`config.mk`:
```
export PLATFORM = sky130hd
export DESIGN_NAME = blt_update_arb
export DESIGN_NICKNAME = d
export VERILOG_FILES = /design/src/rtl/blt_update_arb_pkg.sv /design/src/rtl/blt_update_fifo.sv /design/src/rtl/blt_update_arb.sv
export SDC_FILE = /design/constraint.sdc
export NUM_CORES = 1
export LEC_CHECK = 0
export BUFFER_PORTS_ARGS = -buffer_cell sky130_fd_sc_hd__buf_2
export CORE_ASPECT_RATIO = 1.4
export CORE_MARGIN = 4
export CORE_UTILIZATION = 55
export DETAILED_ROUTE_END_ITERATION = 10
export GPL_ROUTABILITY_DRIVEN = 0
export HOLD_SLACK_MARGIN = 0.08
export PLACE_DENSITY = 0.82
export SLEW_MARGIN = 20
export SYNTH_ARGS = -nofsm -noshare
export SYNTH_HDL_FRONTEND = slang
export SYNTH_SLANG_ARGS = --single-unit
```
`constraint.sdc`:
```
create_clock -name clk -period 5.5 [get_ports clk]
set_clock_uncertainty 0.05 [all_clocks]
set_input_delay 1.375 -clock clk [delete_from_list [all_inputs] [get_ports clk]]
set_output_delay 1.375 -clock clk [all_outputs]
set_load 0.02 [all_outputs]
```
`src/rtl/blt_update_arb_pkg.sv`:
```
`default_nettype none
// ============================================================================
// Module      : blt_update_arb_pkg
// Description : Shared types, defaults and helpers for the branch lookup
//               table write-side arbiter. Also provides fallback values for
//               the shared macros ADDR_WIDTH, BLT_ARB_DEPTH and
//               BLT_ARB_COUNT_WIDTH when defines.vh has not set them.
// Revision    : 1.0 - initial release
// ============================================================================

`ifndef ADDR_WIDTH
`define ADDR_WIDTH 32
`endif

`ifndef BLT_ARB_DEPTH
`define BLT_ARB_DEPTH 4
`endif

`ifndef BLT_ARB_COUNT_WIDTH
`define BLT_ARB_COUNT_WIDTH 3
`endif

package blt_update_arb_pkg;

  localparam int DEFAULT_DEPTH = `BLT_ARB_DEPTH;
  localparam int DEFAULT_AW    = `ADDR_WIDTH;

  // Round-robin pointer value names the side that wins a tie.
  typedef enum logic {
    SIDE_BRANCH = 1'b0,
    SIDE_JR     = 1'b1
  } side_e;

  // One-hot grant {jr, branch}: a lone requester always wins, a tie goes to
  // the side the pointer names.
  function automatic logic [1:0] rr_grant(input logic [1:0] valid, input side_e ptr);
    logic [1:0] g;
    g = valid;
    if (valid == 2'b11) begin
      g = (ptr == SIDE_BRANCH) ? 2'b01 : 2'b10;
    end
    return g;
  endfunction

endpackage

`default_nettype wire

```
`src/rtl/blt_update_fifo.sv`:
```
`default_nettype none
// ============================================================================
// Module      : blt_update_fifo
// Description : DEPTH x W circular buffer holding pending table updates.
//               Push/pop may occur together; clear empties it on the next
//               edge. Head entry is presented combinationally on dout.
// Revision    : 1.0 - initial release
// ============================================================================

module blt_update_fifo #(
  parameter int DEPTH = 4,
  parameter int W     = 1
) (
  input  logic                         clk,
  input  logic                         reset,
  input  logic                         push,
  input  logic                         pop,
  input  logic                         clear,
  input  logic [W-1:0]                 din,
  output logic [W-1:0]                 dout,
  output logic [$clog2(DEPTH+1)-1:0]   count
);

  localparam int PW = $clog2(DEPTH);
  localparam int CW = $clog2(DEPTH+1);

  logic [W-1:0]  mem_q [DEPTH];
  logic [W-1:0]  mem_d [DEPTH];
  logic [PW-1:0] wr_ptr_q, wr_ptr_d;
  logic [PW-1:0] rd_ptr_q, rd_ptr_d;
  logic [CW-1:0] count_q,  count_d;

  // Next-state for storage, pointers and occupancy; pointers wrap naturally
  // because DEPTH is a power of two.
  always_comb begin
    mem_d    = mem_q;
    wr_ptr_d = wr_ptr_q;
    rd_ptr_d = rd_ptr_q;
    count_d  = count_q;
    if (clear) begin
      wr_ptr_d = '0;
      rd_ptr_d = '0;
      count_d  = '0;
    end else begin
      if (push) begin
        mem_d[wr_ptr_q] = din;
        wr_ptr_d        = wr_ptr_q + PW'(1);
      end
      if (pop) begin
        rd_ptr_d = rd_ptr_q + PW'(1);
      end
      case ({push, pop})
        2'b10:   count_d = count_q + CW'(1);
        2'b01:   count_d = count_q - CW'(1);
        default: count_d = count_q;
      endcase
    end
  end

  // State register with asynchronous active-low clear of everything.
  always_ff @(posedge clk or negedge reset) begin
    if (!reset) begin
      for (int i = 0; i < DEPTH; i++) begin
        mem_q[i] <= '0;
      end
      wr_ptr_q <= '0;
      rd_ptr_q <= '0;
      count_q  <= '0;
    end else begin
      for (int i = 0; i < DEPTH; i++) begin
        mem_q[i] <= mem_d[i];
      end
      wr_ptr_q <= wr_ptr_d;
      rd_ptr_q <= rd_ptr_d;
      count_q  <= count_d;
    end
  end

  assign dout  = mem_q[rd_ptr_q];
  assign count = count_q;

endmodule

`default_nettype wire

```
`src/rtl/blt_update_arb.sv`:
```
`default_nettype none
// ============================================================================
// Module      : blt_update_arb
// Description : Round-robin arbiter that merges branch-unit and jr-unit
//               resolution updates into an in-order queue draining onto the
//               branch lookup table's single write port.
//               Optional build macro BLT_ARB_BYPASS_EN: when the queue is
//               empty and the port is free, the granted request is written
//               in the same cycle instead of being enqueued.
// Revision    : 1.0 - initial release
// ============================================================================

module blt_update_arb
  import blt_update_arb_pkg::*;
#(
  parameter int DEPTH = DEFAULT_DEPTH,
  parameter int AW    = DEFAULT_AW
) (
  input  logic                         clk,
  input  logic                         reset,
  input  logic                         req0_valid,
  input  logic [AW-1:0]                req0_key,
  input  logic [AW-1:0]                req0_val,
  input  logic                         req0_hit,
  output logic                         req0_ready,
  input  logic                         req1_valid,
  input  logic [AW-1:0]                req1_key,
  input  logic [AW-1:0]                req1_val,
  input  logic                         req1_hit,
  output logic                         req1_ready,
  input  logic                         stall,
  input  logic                         flush,
  output logic                         blt_write,
  output logic [AW-1:0]                blt_write_key,
  output logic [AW-1:0]                blt_write_val,
  output logic                         blt_hit,
  output logic [$clog2(DEPTH+1)-1:0]   count
);

  localparam int CW = $clog2(DEPTH+1);
  localparam int EW = 2*AW + 1;

  side_e         ptr_q, ptr_d;
  logic [1:0]    grant;
  logic [CW-1:0] fifo_count;
  logic [EW-1:0] head_entry;
  logic [EW-1:0] req_entry;
  logic [EW-1:0] out_entry;
  logic          drain;
  logic          space;
  logic          accept0, accept1, accept_any;
  logic          bypass_fire;
  logic          push;

  // Grant, space and handshake; readys are forced low while reset is held.
  always_comb begin
    grant      = rr_grant({req1_valid, req0_valid}, ptr_q);
    drain      = (fifo_count != '0) & ~stall & ~flush;
    space      = (fifo_count < CW'(DEPTH)) | drain;
    req0_ready = grant[0] & space & ~flush & reset;
    req1_ready = grant[1] & space & ~flush & reset;
    accept0    = req0_valid & req0_ready;
    accept1    = req1_valid & req1_ready;
    accept_any = accept0 | accept1;
    req_entry  = accept1 ? {req1_key, req1_val, req1_hit}
                         : {req0_key, req0_val, req0_hit};
  end

  // Pointer moves to the non-granted side only when a transfer happens.
  always_comb begin
    ptr_d = ptr_q;
    if (accept0) begin
      ptr_d = SIDE_JR;
    end else if (accept1) begin
      ptr_d = SIDE_BRANCH;
    end
  end

  // Round-robin pointer register.
  always_ff @(posedge clk or negedge reset) begin
    if (!reset) begin
      ptr_q <= SIDE_BRANCH;
    end else begin
      ptr_q <= ptr_d;
    end
  end

  // Decide between queueing and same-cycle forwarding, then select the
  // table write payload (zero whenever no write is presented).
  always_comb begin
`ifdef BLT_ARB_BYPASS_EN
    bypass_fire = accept_any & (fifo_count == '0) & ~stall & ~flush;
`else
    bypass_fire = 1'b0;
`endif
    push      = accept_any & ~bypass_fire;
    blt_write = drain | bypass_fire;
    out_entry = '0;
    if (drain) begin
      out_entry = head_entry;
    end else if (bypass_fire) begin
      out_entry = req_entry;
    end
    {blt_write_key, blt_write_val, blt_hit} = out_entry;
  end

  blt_update_fifo #(
    .DEPTH (DEPTH),
    .W     (EW)
  ) u_fifo (
    .clk   (clk),
    .reset (reset),
    .push  (push),
    .pop   (drain),
    .clear (flush),
    .din   (req_entry),
    .dout  (head_entry),
    .count (fifo_count)
  );

  assign count = fifo_count;

endmodule

`default_nettype wire

```
# ---- Word level (Yosys, flattened, before mapping)
# Cells that the tools add are included.
dict set report totals {
  ff_bits 268
  wordCells 60
  n_memories 0
  latchBits 0
  romBits 0
  ram_bits 0
}
dict set report op_classes {
  bitwise 16
  n_addsub 4
  mul 0
  eq_ne 3
  muxes 18
  n_div 0
  n_reduce_logical 7
  shifts 0
  n_lt_le_gt_ge 4
}
# cell n
set op_table {}
lappend op_table {{$mux W65} 5}
lappend op_table {{$bwmux W260} 1}
lappend op_table {{$bmux W65 S2} 1}
lappend op_table {{$demux W65 S2} 1}
lappend op_table {{$mux W2} 6}
lappend op_table {{$and A1 B1 Y1} 10}
lappend op_table {{$ge A3 B3 Y1 const B} 2}
lappend op_table {{$not A2 Y3} 2}
lappend op_table {{$pmux W3 S2} 1}
lappend op_table {{$reduce_bool A2 Y1} 3}
lappend op_table {{$reduce_bool A3 Y1} 2}
lappend op_table {{$add A2 B1 Y2 const B} 2}
lappend op_table {{$eq A2 B2 Y1 const B} 2}
lappend op_table {{$add A3 B1 Y3 const B} 1}
lappend op_table {{$lt A3 B1 Y1 const B} 1}
lappend op_table {{$lt A3 B3 Y1 const B} 1}
lappend op_table {{$mux W3} 1}
lappend op_table {{$sub A3 B1 Y3 const B} 1}
lappend op_table {{$eq A2 B1 Y1 const B} 1}
lappend op_table {{$mux W1} 2}
lappend op_table {{$not A1 Y1} 2}
lappend op_table {{$or A1 B1 Y1} 2}
lappend op_table {{$reduce_and A2 Y1} 1}
lappend op_table {{$logic_and A1 B1 Y1} 1}

# ---- Depth between registers and ports, before layout
dict set report logic_depth {
  word_depth 12
  ltp_mapped 8
}

# ---- By module
# A second synthesis with hierarchy kept.
dict set report hier_totals {
  hier_cells 827
  hier_area_um2 13056.3
}
# module seq_area_each_um2 area_each_um2 cells_each instances
set by_module_without_submodules {}
lappend by_module_without_submodules {blt_update_fifo 6681.4 11571.1 669 1}
lappend by_module_without_submodules {blt_update_arb 25.0 1485.2 158 1}

# ---- Worst setup path after synthesis
# Ideal clock, no wire load.
dict set report synth_timing {
  path_type {input to output}
  startpoint {in flush}
  endpoint {out req0_ready}
  setup_slack_ns 1.288
  required_time_ns 4.075
  arrival_time_ns 2.787
  path_buffers 0
  path_stages 2
  path_cell_list {nand2b_4 -> a2111oi_0}
}
dict set report synth_between {
  elab_chain_cells 6
}
# item line
set synth_lines {}
lappend synth_lines {{start, declared} blt_update_arb.sv:32} ;# input logic flush,
lappend synth_lines {{$not A1 Y1 (no line) *} n/a}
lappend synth_lines {{$and A1 B1 Y1} blt_update_arb.sv:58} ;# drain = (fifo_count != '0) & ~stall & ~flush;
lappend synth_lines {{$or A1 B1 Y1} blt_update_arb.sv:59} ;# space = (fifo_count < CW'(DEPTH)) | drain;
lappend synth_lines {{$and A1 B1 Y1} blt_update_arb.sv:60} ;# req0_ready = grant[0] & space & ~flush & reset;
lappend synth_lines {{$and A1 B1 Y1 * (2 in a row)} blt_update_arb.sv:60}
lappend synth_lines {{end, declared} blt_update_arb.sv:25} ;# output logic req0_ready,
# Mark *: on every way between the ends. The rest lies on a longest branch, timed or not.

# ---- Final worst setup path
dict set report layout_timing {
  startpoint {reg u_fifo.rd_ptr_q[0]}
  endpoint {out blt_write_val[30]}
}
dict set report layout_between {
  elab_chain_cells 5
}
# item line
set layout_lines {}
lappend layout_lines {{start, declared} blt_update_fifo.sv:30} ;# logic [PW-1:0] rd_ptr_q, rd_ptr_d;
lappend layout_lines {{start signal, assigned} blt_update_fifo.sv:74} ;# rd_ptr_q <= rd_ptr_d;
lappend layout_lines {{$not A2 Y3 (implied by the code)} blt_update_fifo.sv:79} ;# assign dout = mem_q[rd_ptr_q];
lappend layout_lines {{$bmux W65 S2} blt_update_fifo.sv:79}
lappend layout_lines {{$mux W65 (implied by the code) (2 in a row)} blt_update_fifo.sv:79}
lappend layout_lines {{$mux W65} blt_update_arb.sv:99} ;# if (drain) begin
lappend layout_lines {{end, declared} blt_update_arb.sv:35} ;# output logic [AW-1:0] blt_write_val,
# Every way passes these cells. The select of a mux whose other input is x is not followed.

==> reports/results.env <==
SYNTH.DISTINCT_CELLS=37
SYNTH.YOSYS.WARNINGS=0
CP.REQUIRED_NS=4.07
POSTLAYOUTCELLAREA_SQ_MM=0.0144
CLOCK_EDGE_TRANSITION_AT_THE_REGISTERS_ON_THE_REPORTED_SETUP_AND_HOLD_PATHS_NS=0.06
POST_SYNTH_FA_HA_MAJ_AREA_FRACTION=0.00569
CRITICAL_PATH.MAX_STAGE_DELAY_NS=0.90
CRIT_PATH_MAX_FANOUT=34
HOLD_WS_NS=0.473
CTS_HOLD_BUF=0
STARTPOINT_TYPE='flop'
CRITICAL_PATH.REG2REG.STARTPOINT='u_fifo.count[0]'
SYNTH_FLOP_CELL='sky130_fd_sc_hd__dfrtp_1'
VIA_COUNT_OF_THE_FIRST_GLOBAL_ROUTING_PASS=9150
DPL.HPWL_UM=17100
IRDROPWORSTVDD_uV=252
DRC=0
WORST-R2R-SETUP-SLACK_NS=2.91
SETUP-VIOLATIONS-FINAL=0
P_PER_AREA_mW_PER_MM2=524
COUNT_OF_FLIP_FLOPS_WITH_A_BUILT_IN_ENABLE_AFTER_SYNTHESIS=0
SYNTH_SEQ_CELLS=268
NETLIST.TOP_CELL.BY_AREA='sky130_fd_sc_hd__dfrtp_1'
HOLD_PATH_END='u_fifo.mem_q[220]'
GRT_SETUP_UNREPAIRED='no'
DRT_ITER0_DRC=550
POSTSYNTH.ASYNCRESETSHARE=1.00
GRT-OVFL-TOTAL=0
ROUTE.VIAS.TOTAL=8972
PLACED_CELL_AREA_SQ_MM=0.0135
PATH_CELLS='buf_12 -> mux4_2 -> and2_1 -> buf_2'
CRITICAL_PATH_CLASS='reg -> out'
GRT_FIRST_PASS_WIRELENGTH_UM=44800
CP.ARRIVAL_NS=2.72
DETAILEDPLACE.WORSTSLACK_NS=1.48
NETS=1422
SYNTH_NETS=1263
SEQPWRFRAC=0.450
FINAL.SETUP.TNS_NS=0
DIEHEIGHT_UM=185
DESIGN.CORE.AREA_SQ_MM=0.0219
CRITICAL_PATH_BUF_INV_COUNT=2
SYNTH_COMPOUND_GATE_AREA_SHARE=0.109
POST_CTS.REPAIR.SETUP_BUFFERS=0
P_LEAK_uW=0.00674
CTS.SINKS=268
FINAL_MIN_PERIOD_OVER_CLOCK_PERIOD=0.754
IO_BUFFERS=206
CRIT_SLOWEST_CELL='sky130_fd_sc_hd__dfrtp_4'
FMAX_MHz=241
NUMBER_OF_ANTENNA_VIOLATIONS_AT_THE_FIRST_CHECK_IN_GLOBAL_ROUTING=0
YOSYSTOPAREACELLSHARE=0.544
LAYOUT-AREA-OVERHEAD-VS-SYNTH_PCT=17.0
WL_PER_CELL_UM=17.1
DETAILEDROUTE.FIRSTPASSITERATIONCOUNT=5
P_SW_FRAC=0.318
NUMBER_OF_BUFFERS_INSERTED_DURING_CLOCK_TREE_SYNTHESIS=25
LAYOUT_SETUP_WS_NS=1.35
FINAL_CORE_UTIL=0.657
TOTAL_SWITCHING_POWER_uW=2400
CELLINTERNALPOWER_uW=5150
SYNTH_TOP_FAMILY_BY_AREA='multiplexers'
POSTSYNTHCELLCOUNT=1122
GROUTE.USAGE.OVERALL=0.221
POWER.CLOCK.FRACTION=0.240
HTREEDEPTH=1
FINALMAXSLEWVIOLATIONS=0
STATUS='finished clean'
FLOORPLAN.DIE_AREA_SQ_MM=0.0249
SYNTH-SIMPLE-AREA-SHARE=0.128
SYNTH-XOR-AREA-SHARE=0.00213
IO_PINS=207
MUXSHAREOFSYNTHAREA=0.175
LAYOUT-DRIVE-GT1-SHARE=0.261
VIAS_PER_CELL=5.62
CTS_RESIZED=0
MAX-CAP-VIOLATIONS=0
HOLD_VIOLATIONS=0
TIMING.FINAL.CRIT_PERIOD_NS=4.15
YS_SEQ_AREA_FRAC=0.544
CRIT_CELLS=4
WORSTHOLDSTART='u_fifo.mem_q[220]'
SYN_AREA_PER_CELL_SQ_UM=11.0
CRITPATHTOPFAMILY='flip-flops'
CLOCK_LATENCY_LATE_SINK_NS=0.50
R2R-END='u_fifo.count[2]'
CTS_TREE='yes'
INITIAL_CORE_UTIL=0.562
DIE_WIDTH_UM=135
YS_TOP_CELLS_BY_AREA='sky130_fd_sc_hd__dfrtp_1 (54%), sky130_fd_sc_hd__mux4_2 (12%), sky130_fd_sc_hd__a21oi_1 (11%)'
NETLIST_AREA_SQ_MM=0.0123
DRT.ANTENNA.VIOLATING_NETS=0
TIMING.CRITICAL_PATH.TO_TYPE='output port'
COMB_POWER_SHARE=0.310
WORST_HOLD_PATH.NUM_CELLS=2
MAX_SLEW_MARGIN=0.373
PIN_COUNT_OF_THE_BIGGEST_NET_ENTERING_GLOBAL_ROUTING=131
CLOCK-ROOT-BUFFER='sky130_fd_sc_hd__clkbuf_16'
WORST_PIN_SLEW_NS=0.940
FINAL_WL_UM=27400
FF2FF_PATH_DEPTH=8
FP-ROW-COUNT=64
WORSTHOLDPATHTYPE='reg -> reg'
ANTENNA_CELLS=0
CTS.PATH.MAX_BUFFERS=3
[flip-flops by register name, summed over array words and instances, names as in the netlist]
| signal | count |
|---|---|
| ptr_q | 1 |
| u_fifo.mem_q | 260 |
| u_fifo.rd_ptr_q | 2 |
| u_fifo.wr_ptr_q | 2 |
| u_fifo.count | 3 |
[per-layer routing]
metal	routed length, um	track usage
met3	1180	0.0207
met4	858	0.0795
met5	0	0
met2	14500	0.395
met1	10900	0.283
[metrics by stage]
stage	std cells	total power, uW
global route	1596	8050
finish	1596	7550
detailed placement	1551	5770
global placement	1551	5610
CTS	1596	7620
floorplan	1122	5070
[cell usage in the layout (no fill, tap or decap), types with 2 or more instances in the layout]
cell / count
sky130_fd_sc_hd__nor2_1: 266
sky130_fd_sc_hd__dfrtp_1: 266
sky130_fd_sc_hd__a21oi_1: 260
sky130_fd_sc_hd__buf_2: 205
sky130_fd_sc_hd__mux2i_1: 66
sky130_fd_sc_hd__and2_1: 66
sky130_fd_sc_hd__mux4_2: 65
sky130_fd_sc_hd__clkbuf_16: 25
sky130_fd_sc_hd__inv_1: 7
sky130_fd_sc_hd__buf_4: 7
sky130_fd_sc_hd__clkinv_2: 5
sky130_fd_sc_hd__clkbuf_8: 5
sky130_fd_sc_hd__buf_12: 5
sky130_fd_sc_hd__nor4_4: 4
sky130_fd_sc_hd__ha_1: 4
sky130_fd_sc_hd__bufinv_16: 4
sky130_fd_sc_hd__clkbuf_1: 3
sky130_fd_sc_hd__nor2b_1: 2
sky130_fd_sc_hd__mux2_1: 2
sky130_fd_sc_hd__nand2b_1: 2
sky130_fd_sc_hd__xnor2_1: 2
sky130_fd_sc_hd__nor3_1: 2
[cell families after synthesis]
group                    after synthesis
XOR/XNOR                               3
AND/OR/NAND/NOR                      352
adder cells (fa/ha/maj)                5
AO/OA/AOI/OAI                        265
flip-flops                           268
multiplexers                         134
buffers and inverters                 95
[worst reg2reg max path, stage by stage (launching register included)]
cell	delay, ns
sky130_fd_sc_hd__dfrtp_1	0.44
sky130_fd_sc_hd__nor3_1	0.46
sky130_fd_sc_hd__nor3_2	0.09
sky130_fd_sc_hd__buf_4	0.24
sky130_fd_sc_hd__and2_1	0.19
sky130_fd_sc_hd__fa_1	0.39
sky130_fd_sc_hd__nand4b_1	0.11
sky130_fd_sc_hd__a2bb2oi_1	0.18
sky130_fd_sc_hd__mux2_1	0.33
[cell type report]
cell class                 instances  area (sq um)
fill                            1709          7520
multi-input combinational        759          5220
timing repair buffer             219          1200
inverter                           8          30.0
tap                              297           372
clock inverter                    12           170
clock buffer                      33           706
sequential                       268          6710
[power by group through the flow]
stage          Combinational, uW  Clock (uW)  Sequential (uW)
6_report                    2340        1810             3400
5_1_grt                     2610        1930             3510
4_1_cts                     2370        1850             3400
3_5_place_dp                2340           0             3420
3_3_place_gp                2260           0             3350
2_1_floorplan               1860           0             3200
[worst max-delay path by stage]
stage | from | endpoint
global route | u_fifo.rd_ptr_q[0] | blt_write_key[1]
floorplan | flush | req0_ready
CTS | u_fifo.rd_ptr_q[0] | blt_write_val[30]
finish | u_fifo.rd_ptr_q[0] | blt_write_val[30]
global placement | reset | req0_ready
detailed placement | reset | req0_ready
[synth_stat cells, drive strengths merged (3+ instances only)]
library cell  number
clkbuf            45
nor2             267
a21oi            260
nand2b             3
nor3               3
inv                8
mux2i             66
ha                 4
buf               42
dfrtp            268
and2              67
mux2               3
nor4               4
mux4              65
(Power assumes the default switching activity.)
